`config.mk`:
```
export PLATFORM = sky130hd
export DESIGN_NAME = thread_fetch
export DESIGN_NICKNAME = d
export VERILOG_FILES = /design/src/rtl/core_pkg.sv /design/src/rtl/thread_select.sv /design/src/rtl/thread_fetch.sv
export SDC_FILE = /design/constraint.sdc
export NUM_CORES = 1
export LEC_CHECK = 0
export CAP_MARGIN = 5
export CELL_PAD_IN_SITES_DETAIL_PLACEMENT = 0
export CELL_PAD_IN_SITES_GLOBAL_PLACEMENT = 1
export CORE_MARGIN = 2
export CORE_UTILIZATION = 28
export DETAILED_ROUTE_END_ITERATION = 12
export MAX_ROUTING_LAYER = met4
export PLACE_DENSITY = 0.68
export SYNTH_ARGS = -nofsm -noshare
export SYNTH_HDL_FRONTEND = slang
export SYNTH_HIERARCHICAL = 1
export SYNTH_SLANG_ARGS = --single-unit
```
`constraint.sdc`:
```
create_clock -name clk -period 5.62 [get_ports clk]
set_input_delay 1.124 -clock clk [delete_from_list [all_inputs] [get_ports clk]]
set_output_delay 1.124 -clock clk [all_outputs]
set_load 0.005 [all_outputs]
```
`src/rtl/core_pkg.sv`:
```
// Shared definitions for the 16-bit two-thread core: widths, halt opcode, reset PCs, fetch record.
// No logic of its own; used by the fetch stage and its thread picker.
// Fetch records are packed so they can be registered as a single bus.
package core_pkg;

  localparam int THREAD_W    = 1;
  localparam int NUM_THREADS = 2;
  localparam int DEF_PC_W    = 8;
  localparam int DEF_INSTR_W = 16;

  localparam logic [3:0]          HALT_OPCODE     = 4'hF;
  localparam logic [DEF_PC_W-1:0] T0_RESET_PC_DEF = 8'h00;
  localparam logic [DEF_PC_W-1:0] T1_RESET_PC_DEF = 8'h80;

  typedef struct packed {
    logic [DEF_INSTR_W-1:0] instr;
    logic [DEF_PC_W-1:0]    pc;
    logic [THREAD_W-1:0]    tid;
  } fetch_out_t;

  function automatic logic is_halt(input logic [DEF_INSTR_W-1:0] instr);
    return instr[DEF_INSTR_W-1 -: 4] == HALT_OPCODE;
  endfunction

endpackage

```
`src/rtl/thread_select.sv`:
```
// Round-robin picker between two threads; prefers rr, optionally falls back to the other thread.
// Latency: combinational.
// Backpressure: none here; the caller gates the result with its own advance condition.
module thread_select
  import core_pkg::*;
(
  input  logic [THREAD_W-1:0]    rr,
  input  logic [NUM_THREADS-1:0] eligible,
  input  logic                   skip_en,
  output logic [THREAD_W-1:0]    sel,
  output logic                   issue
);

  always_comb begin
    sel   = rr;
    issue = 1'b0;
    if (eligible[rr]) begin
      issue = 1'b1;
    end else if (skip_en && eligible[~rr]) begin
      sel   = ~rr;
      issue = 1'b1;
    end
  end

endmodule

```
`src/rtl/thread_fetch.sv`:
```
// Two-thread interleaved fetch with per-thread stall, redirect and halt; THREAD_SKIP_EN enables slot skipping.
// Latency: one cycle from imem_addr to out_*.
// Backpressure: one-entry valid/ready output register; PCs and rr hold while it is full and not accepted.
module thread_fetch
  import core_pkg::*;
#(
  parameter int              PC_W        = DEF_PC_W,
  parameter int              INSTR_W     = DEF_INSTR_W,
  parameter logic [PC_W-1:0] T0_RESET_PC = T0_RESET_PC_DEF,
  parameter logic [PC_W-1:0] T1_RESET_PC = T1_RESET_PC_DEF
) (
  input  logic               clk,
  input  logic               rst,
  output logic [PC_W-1:0]    imem_addr,
  input  logic [INSTR_W-1:0] imem_data,
  input  logic [1:0]         thread_stall,
  input  logic               redirect_valid,
  input  logic               redirect_thread_id,
  input  logic [PC_W-1:0]    redirect_pc,
  output logic               out_valid,
  input  logic               out_ready,
  output logic [INSTR_W-1:0] out_instr,
  output logic [PC_W-1:0]    out_pc,
  output logic               out_thread_id,
  output logic [1:0]         halted
);

`ifdef THREAD_SKIP_EN
  localparam logic SKIP_EN = 1'b1;
`else
  localparam logic SKIP_EN = 1'b0;
`endif

  logic [PC_W-1:0]        pc_q [NUM_THREADS];
  logic [PC_W-1:0]        pc_d [NUM_THREADS];
  logic [THREAD_W-1:0]    rr_q, rr_d;
  logic [NUM_THREADS-1:0] halted_q, halted_d;
  logic                   out_valid_q, out_valid_d;
  fetch_out_t             out_q, out_d;

  logic [NUM_THREADS-1:0] eligible;
  logic [THREAD_W-1:0]    sel;
  logic [THREAD_W-1:0]    fetch_tid;
  logic                   issue;
  logic                   flush;
  logic                   adv;
  logic                   go;

  always_comb begin
    for (int t = 0; t < NUM_THREADS; t++) begin
      eligible[t] = !thread_stall[t] && !halted_q[t] &&
                    !(redirect_valid && (redirect_thread_id == THREAD_W'(t)));
    end
  end

  thread_select u_select (
    .rr       (rr_q),
    .eligible (eligible),
    .skip_en  (SKIP_EN),
    .sel      (sel),
    .issue    (issue)
  );

  // A flush empties the output slot, so the other thread may take it the same cycle.
  assign flush     = redirect_valid && out_valid_q && (out_q.tid == redirect_thread_id);
  assign adv       = !out_valid_q || out_ready || flush;
  assign go        = adv && issue;
  assign fetch_tid = go ? sel : rr_q;
  assign imem_addr = rst ? T0_RESET_PC : pc_q[fetch_tid];

  always_comb begin
    pc_d        = pc_q;
    rr_d        = rr_q;
    halted_d    = halted_q;
    out_valid_d = out_valid_q;
    out_d       = out_q;
    if (adv) begin
      if (issue) begin
        out_valid_d   = 1'b1;
        out_d.instr   = imem_data;
        out_d.pc      = pc_q[sel];
        out_d.tid     = sel;
        pc_d[sel]     = pc_q[sel] + PC_W'(1);
        rr_d          = ~sel;
        if (is_halt(imem_data)) begin
          halted_d[sel] = 1'b1;
        end
      end else begin
        out_valid_d = 1'b0;
        rr_d        = ~rr_q;
      end
    end
    // Redirect lands last so it overrides both the increment and a same-cycle halt.
    if (redirect_valid) begin
      pc_d[redirect_thread_id]     = redirect_pc;
      halted_d[redirect_thread_id] = 1'b0;
    end
  end

  always_ff @(posedge clk) begin
    if (rst) begin
      pc_q[0]     <= T0_RESET_PC;
      pc_q[1]     <= T1_RESET_PC;
      rr_q        <= '0;
      halted_q    <= '0;
      out_valid_q <= 1'b0;
      out_q       <= '0;
    end else begin
      pc_q[0]     <= pc_d[0];
      pc_q[1]     <= pc_d[1];
      rr_q        <= rr_d;
      halted_q    <= halted_d;
      out_valid_q <= out_valid_d;
      out_q       <= out_d;
    end
  end

  assign out_valid     = out_valid_q;
  assign out_instr     = out_q.instr;
  assign out_pc        = out_q.pc;
  assign out_thread_id = out_q.tid;
  assign halted        = halted_q;

endmodule

```
# After elaboration in Yosys (flattened, before gate mapping)

Cells that the tools add are included.

Bits of input ports: 31
Memories: 0
Output and inout port bits: 36
Word-level logic and storage cells: 73
RAM bits: 0
Bits in latches: 0
Flip-flop bits (word level): 45
Memory bits (read-only): 0

Muxes and demuxes: 25
$mul: 0
Shift operators: 0
$lt $le $gt $ge: 8
Add/subtract/negate cells: 1
Equality and inequality tests: 2
Bitwise operators: 7
Reduce and logical (&&, ||, !) cells: 22
Div/mod/pow operators: 0

Operators by type and width:

| kind                                                       | number |
|---|---|
| two-way mux 16 bit                                         | 3 |
| two-way mux 8 bit                                          | 6 |
| bitwise mux 16 bit                                         | 2 |
| demux 8 bit (select 1 bit)                                 | 2 |
| logical AND 1 bit                                          | 12 |
| adder 8 x 1 -> 8 bit, second input constant                | 1 |
| two-way mux 2 bit                                          | 4 |
| logical NOT 1 bit                                          | 7 |
| two-way mux 1 bit                                          | 6 |
| == test 4 bit, second input constant                       | 1 |
| greater-or-equal comparator 2 bit, second input constant   | 2 |
| less-than comparator 1 x 2 -> 1 bit, second input constant | 2 |
| less-than comparator 2 x 1 -> 1 bit, second input constant | 2 |
| NOT 1 -> 2 bit                                             | 2 |
| AND 2 bit                                                  | 1 |
| demux 1 bit (select 1 bit)                                 | 2 |
| greater-or-equal comparator 1 bit, second input constant   | 2 |
| logical OR 1 bit                                           | 2 |
| NOT 1 bit                                                  | 2 |
| NOT 2 bit                                                  | 1 |
| bitwise OR 2 bit                                           | 1 |
| AND reduction 2 bit                                        | 1 |
| == test 1 bit                                              | 1 |

# Depth between registers and ports, before layout

Gate-level depths: netlist of run 1.

Depth after elaboration: 11
Mapped depth: 14
Depth with buffers taken out: 12

# Modules after synthesis

Netlist of run 1, hierarchy kept.

By module, submodules not included:

| module        | cells each | sequential area each (µm²) | area each (µm²) | times used |
|---|---|---|---|---|
| thread_fetch  | 278        | 900.9                      | 2313.5          | 1 |
| thread_select | 9          | 0.0                        | 41.3            | 1 |

# Worst setup path before layout of run 1

OpenSTA, ideal clock, no wires.

Kind: in2out
From: input redirect_valid
To: output imem_addr[0]
Path buffers: 1
Required time: 4.496 ns
Data arrival time: 2.857 ns
Setup slack: 1.639 ns
Stages on the path: 9
Cell sequence: nor2b_1 nor3_1 a21oi_1 nor2_1 buf_4 and2_2 a22oi_4 a21oi_2 mux2i_1

RTL lines:

| item               | line               | source |
|---|---|---|
| start: declaration | thread_fetch.sv:17 | `input logic redirect_valid,` |
| end: declaration   | thread_fetch.sv:14 | `output logic [PC_W-1:0] imem_addr,` |

==> results of run 1 <==
==> sequential cells by signal, indices dropped and copies added (netlist names) <==
signal	count
out_thread_id	1
pc_q	16
halted	2
out_pc	8
out_instr	16
rr_q	1
out_valid	1
==> cell families after synthesis <==
| group | share of synthesized area |
|---|---|
| other cells | 0.001593 |
| fa+ha+maj | 0.005313 |
| mux | 0.08129 |
| flops | 0.3826 |
| buf+inv | 0.04410 |
| compound gates | 0.1876 |
| simple gates | 0.2758 |
| xor+xnor | 0.02179 |
==> stage by stage <==
step | utilization | power (W) | setup slack [ns]
detailed placement | 0.3799 | 0.0006480 | 0.2552
floorplan | - | 0.0005316 | 1.639
global placement | 0.3799 | 0.0006452 | 0.3809
global route | 0.3915 | 0.0008998 | 0.1379
CTS | 0.3906 | 0.0008572 | 0.2546
finish | 0.3915 | 0.0008430 | 0.4607
==> worst min-delay path, delay by kind of cell, from the launching register on <==
kind	cells	cell delay [ns]
compound gates	1	0.05
flops	1	0.32
simple gates	1	0.05
==> power by group <==
part	internal [W]	leakage (nW)	switching [W]
Sequential	0.000353	0.371	0.0000270
Clock	0.0000878	0.0374	0.000116
Combinational	0.000132	0.758	0.000127
Total	0.000573	1.17	0.000270
==> Yosys cell counts, types with 2 or more instances <==
library cell and n:
sky130_fd_sc_hd__dfxtp_1 45, sky130_fd_sc_hd__nand2_1 39, sky130_fd_sc_hd__nor2_1 32, sky130_fd_sc_hd__a21oi_1 24, sky130_fd_sc_hd__nand2b_1 21, sky130_fd_sc_hd__mux2i_1 18
sky130_fd_sc_hd__a211oi_1 13, sky130_fd_sc_hd__clkbuf_1 13, sky130_fd_sc_hd__a311oi_1 8, sky130_fd_sc_hd__nand3_1 6, sky130_fd_sc_hd__nor3_1 6, sky130_fd_sc_hd__o21ai_0 6
sky130_fd_sc_hd__and4_1 4, sky130_fd_sc_hd__buf_4 3, sky130_fd_sc_hd__inv_1 3, sky130_fd_sc_hd__nand3b_1 3, sky130_fd_sc_hd__nor2b_1 3, sky130_fd_sc_hd__or3_1 3
sky130_fd_sc_hd__and2_1 2, sky130_fd_sc_hd__buf_2 2, sky130_fd_sc_hd__nand4_1 2, sky130_fd_sc_hd__nand4b_1 2, sky130_fd_sc_hd__nor4_1 2, sky130_fd_sc_hd__o31a_1 2
sky130_fd_sc_hd__o31ai_1 2, sky130_fd_sc_hd__or4_1 2, sky130_fd_sc_hd__xnor2_1 2, sky130_fd_sc_hd__xor2_1 2
==> layer usage <==
layer / routed length (um) / vias to the layer above / track usage / part of all wire
li1: - / 1139 / - / -
met1: 3166 / 1016 / 0.1985 / 0.48
met2: 3173 / 36 / 0.2436 / 0.48
met3: 217 / 8 / 0.02741 / 0.033
met4: 69 / 0 / 0.04405 / 0.010
met5: 0 / - / - / 0
==> how the worst max path moves through the flow <==
stage | startpoint | to | slack [ns] | cells after the start
2_1_floorplan | redirect_valid | imem_addr[0] | 1.64 | 9
3_3_place_gp | redirect_valid | imem_addr[3] | 0.38 | 11
3_5_place_dp | redirect_valid | imem_addr[4] | 0.26 | 11
4_1_cts | redirect_valid | imem_addr[4] | 0.25 | 11
5_1_grt | redirect_valid | imem_addr[5] | 0.14 | 11
6_report | redirect_valid | imem_addr[4] | 0.46 | 11
==> final cells by class <==
cell class                      instances  area share
Multi-Input combinational cell        223      0.4277
Clock buffer                            6     0.02267
Sequential cell                        45      0.2815
Inverter                                3    0.003518
Tap cell                              105     0.04105
Clock inverter                          2    0.004691
Timing Repair Buffer                   72      0.2189
==> flow_results.xml, run 1 <==
<?xml version="1.0" encoding="UTF-8"?>
<metrics>
  <group name="status">
    <metric name="status" unit="">completed</metric>
  </group>
  <group name="synthesis">
    <metric name="synth_warnings" unit="">6</metric>
    <metric name="synth_ff_type" unit="">sky130_fd_sc_hd__dfxtp_1</metric>
    <metric name="yosysUniqueCellTypes" unit="">45</metric>
    <metric name="synthesis.area_per_instance" unit="um2">8.205</metric>
    <metric name="yosysTopAreaCell" unit="">sky130_fd_sc_hd__dfxtp_1</metric>
    <metric name="synth-edff-count" unit="">0</metric>
    <metric name="post_synth_inst_count" unit="">287</metric>
    <metric name="synth_top_cells_by_area" unit="">sky130_fd_sc_hd__dfxtp_1, sky130_fd_sc_hd__mux2i_1, sky130_fd_sc_hd__nand2_1, sky130_fd_sc_hd__nand2b_1, sky130_fd_sc_hd__a21oi_1</metric>
    <metric name="ys_seq_area_frac" unit="">0.3826</metric>
    <metric name="mappedNetlistArea" unit="um2">2355</metric>
    <metric name="synth_top_area_frac" unit="">0.3826</metric>
    <metric name="asyncSetResetFlopFracSynth" unit="">0</metric>
    <metric name="postSynthRegisterBits" unit="">45</metric>
  </group>
  <group name="grt">
    <metric name="grt_start_max_net_pins" unit="">42</metric>
    <metric name="number_of_antenna_violations_at_the_first_check_in_global_routing" unit="">0</metric>
    <metric name="grt.overflow.total" unit="">0</metric>
    <metric name="grt_util_all_layers" unit="">0.1526</metric>
    <metric name="wire_length_of_the_first_global_routing_pass" unit="um">10470</metric>
    <metric name="vias_in_the_first_global_route" unit="">2097</metric>
  </group>
  <group name="route">
    <metric name="drc" unit="">0</metric>
    <metric name="detail_route.iter0.violations" unit="">70</metric>
    <metric name="drtAntennaViolNets" unit="">0</metric>
    <metric name="vias" unit="">2199</metric>
    <metric name="vias_per_cell" unit="">4.822</metric>
    <metric name="routed_wl" unit="um">6628</metric>
    <metric name="first_pass_iters" unit="">4</metric>
    <metric name="routed_length_per_placed_instance" unit="um">14.54</metric>
  </group>
  <group name="setup_path">
    <metric name="critPathSlowestCell" unit="">sky130_fd_sc_hd__clkdlybuf4s50_1</metric>
    <metric name="r2r-end" unit="">pc_q[4]</metric>
    <metric name="critPathKind" unit="">input port to primary output</metric>
    <metric name="arrival" unit="ns">4.04</metric>
    <metric name="cpMostUsedCell" unit="">sky130_fd_sc_hd__clkdlybuf4s50_1</metric>
    <metric name="critical_path.cell_chain" unit="">clkdlybuf4s50_1, nor2b_1, nor3_1, a21oi_1, nor2_1, buf_4, and2_2, a22oi_4, a21oi_4, mux2i_1, clkdlybuf4s50_1</metric>
    <metric name="worst-endpoint-required" unit="ns">4.50</metric>
    <metric name="critical_path.top_delay_family" unit="">buffers and inverters</metric>
    <metric name="cp_num_buf_inv" unit="">3</metric>
    <metric name="start_kind" unit="">input port</metric>
    <metric name="critical_path.max_fanout" unit="">9</metric>
    <metric name="timing.critical_path.to_type" unit="">primary output</metric>
    <metric name="worst_r2r_startpoint" unit="">halted[1]</metric>
    <metric name="rrSetupSlack" unit="ns">2.64</metric>
    <metric name="cp_slowest_stage_delay" unit="ns">0.54</metric>
    <metric name="timing.reg2reg.worst_path_depth" unit="">11</metric>
  </group>
  <group name="floorplan">
    <metric name="die_area" unit="um2">9159</metric>
    <metric name="initial_core_util" unit="">0.2880</metric>
    <metric name="core-area" unit="um2">8175</metric>
    <metric name="die_width" unit="um">95.71</metric>
    <metric name="pin_count" unit="">67</metric>
    <metric name="die_y" unit="um">95.71</metric>
    <metric name="num_rows" unit="">33</metric>
  </group>
  <group name="cts">
    <metric name="clk_pin_slew_worst_setup_hold_paths" unit="ns">0.09</metric>
    <metric name="clk_path_buf_depth" unit="">2</metric>
    <metric name="clock_tree_from_tritoncts" unit="">built</metric>
    <metric name="cts.repair_timing.setup_buffer_count" unit="">0</metric>
    <metric name="cts_hold_buffers" unit="">0</metric>
    <metric name="tritoncts.num_buffers" unit="">5</metric>
    <metric name="clock-root-buffer" unit="">sky130_fd_sc_hd__clkbuf_8</metric>
    <metric name="h-tree-depth" unit="">2</metric>
    <metric name="clk-insertion-delay-late" unit="ns">0.30</metric>
    <metric name="post_cts_resized" unit="">0</metric>
    <metric name="cts_sinks" unit="">45</metric>
  </group>
  <group name="timing">
    <metric name="rsz0062_at_grt" unit="">no</metric>
    <metric name="final.setup.tns" unit="ns">0</metric>
    <metric name="holdWs" unit="ns">0.4565</metric>
    <metric name="worst_pin_slew" unit="ns">1.092</metric>
    <metric name="timing.final.setup_violations" unit="">0</metric>
    <metric name="final_min_period_over_clock_period" unit="">0.9180</metric>
    <metric name="slew_violations" unit="">0</metric>
    <metric name="hold_violations" unit="">0</metric>
    <metric name="timing.clock.skew" unit="ns">0.003598</metric>
    <metric name="slew-limit-headroom" unit="">0.2721</metric>
    <metric name="period_needed" unit="ns">5.159</metric>
    <metric name="max_freq" unit="GHz">0.1938</metric>
  </group>
  <group name="power">
    <metric name="powerDensity" unit="nW/um2">263.4</metric>
    <metric name="total_leakage_power" unit="nW">1.167</metric>
    <metric name="vdd_drop_max" unit="mV">0.1143</metric>
  </group>
  <group name="hold_path">
    <metric name="timing.hold.worst.class" unit="">flop to flop</metric>
    <metric name="timing.hold.worst.start" unit="">out_instr[4]</metric>
    <metric name="hold-path-cell-count" unit="">2</metric>
    <metric name="worst_hold_path.endpoint" unit="">out_instr[4]</metric>
  </group>
  <group name="placed_design">
    <metric name="io_buffers" unit="">66</metric>
    <metric name="gp_routability_congestion" unit="">0.7941</metric>
    <metric name="detailed_place_hpwl" unit="um">4665</metric>
    <metric name="detailed_place.area" unit="um2">3105</metric>
    <metric name="dp_cells" unit="">448</metric>
  </group>
  <group name="finish">
    <metric name="final_cells" unit="">456</metric>
    <metric name="insertedDiodeCount" unit="">0</metric>
    <metric name="mostFrequentLayoutCell" unit="">sky130_fd_sc_hd__clkdlybuf4s50_1</metric>
    <metric name="num-fill-cells" unit="">892</metric>
    <metric name="area_growth_syn_to_layout" unit="%">35.92</metric>
    <metric name="final_net_count" unit="">382</metric>
    <metric name="total_area_of_multi_input_combinational_cells" unit="um2">1369</metric>
    <metric name="register_area" unit="um2">900.9</metric>
    <metric name="finished_layout_cell_area" unit="um2">3201</metric>
    <metric name="post_route_cells_drive_above_1_share" unit="">0.05983</metric>
    <metric name="most-common-layout-cells" unit="">sky130_fd_sc_hd__clkdlybuf4s50_1, sky130_fd_sc_hd__dfxtp_1, sky130_fd_sc_hd__nand2_1</metric>
  </group>
  <group name="run">
    <metric name="max_cap_viol_count" unit="">0</metric>
  </group>
</metrics>
Note: power is estimated with default switching activity, not from simulation.
==> run 2, diff against run 1 <==
- CAP_MARGIN: 5 -> unset
==> results of run 2 <==
Same layout as run 1: the final DEF is identical, and so are final timing and power.
==> run 3, diff against run 2 <==
- ABC_CLOCK_PERIOD_IN_PS: unset -> 5620
==> results of run 3 <==
Same layout as run 1: the final DEF is identical, and so are final timing and power.
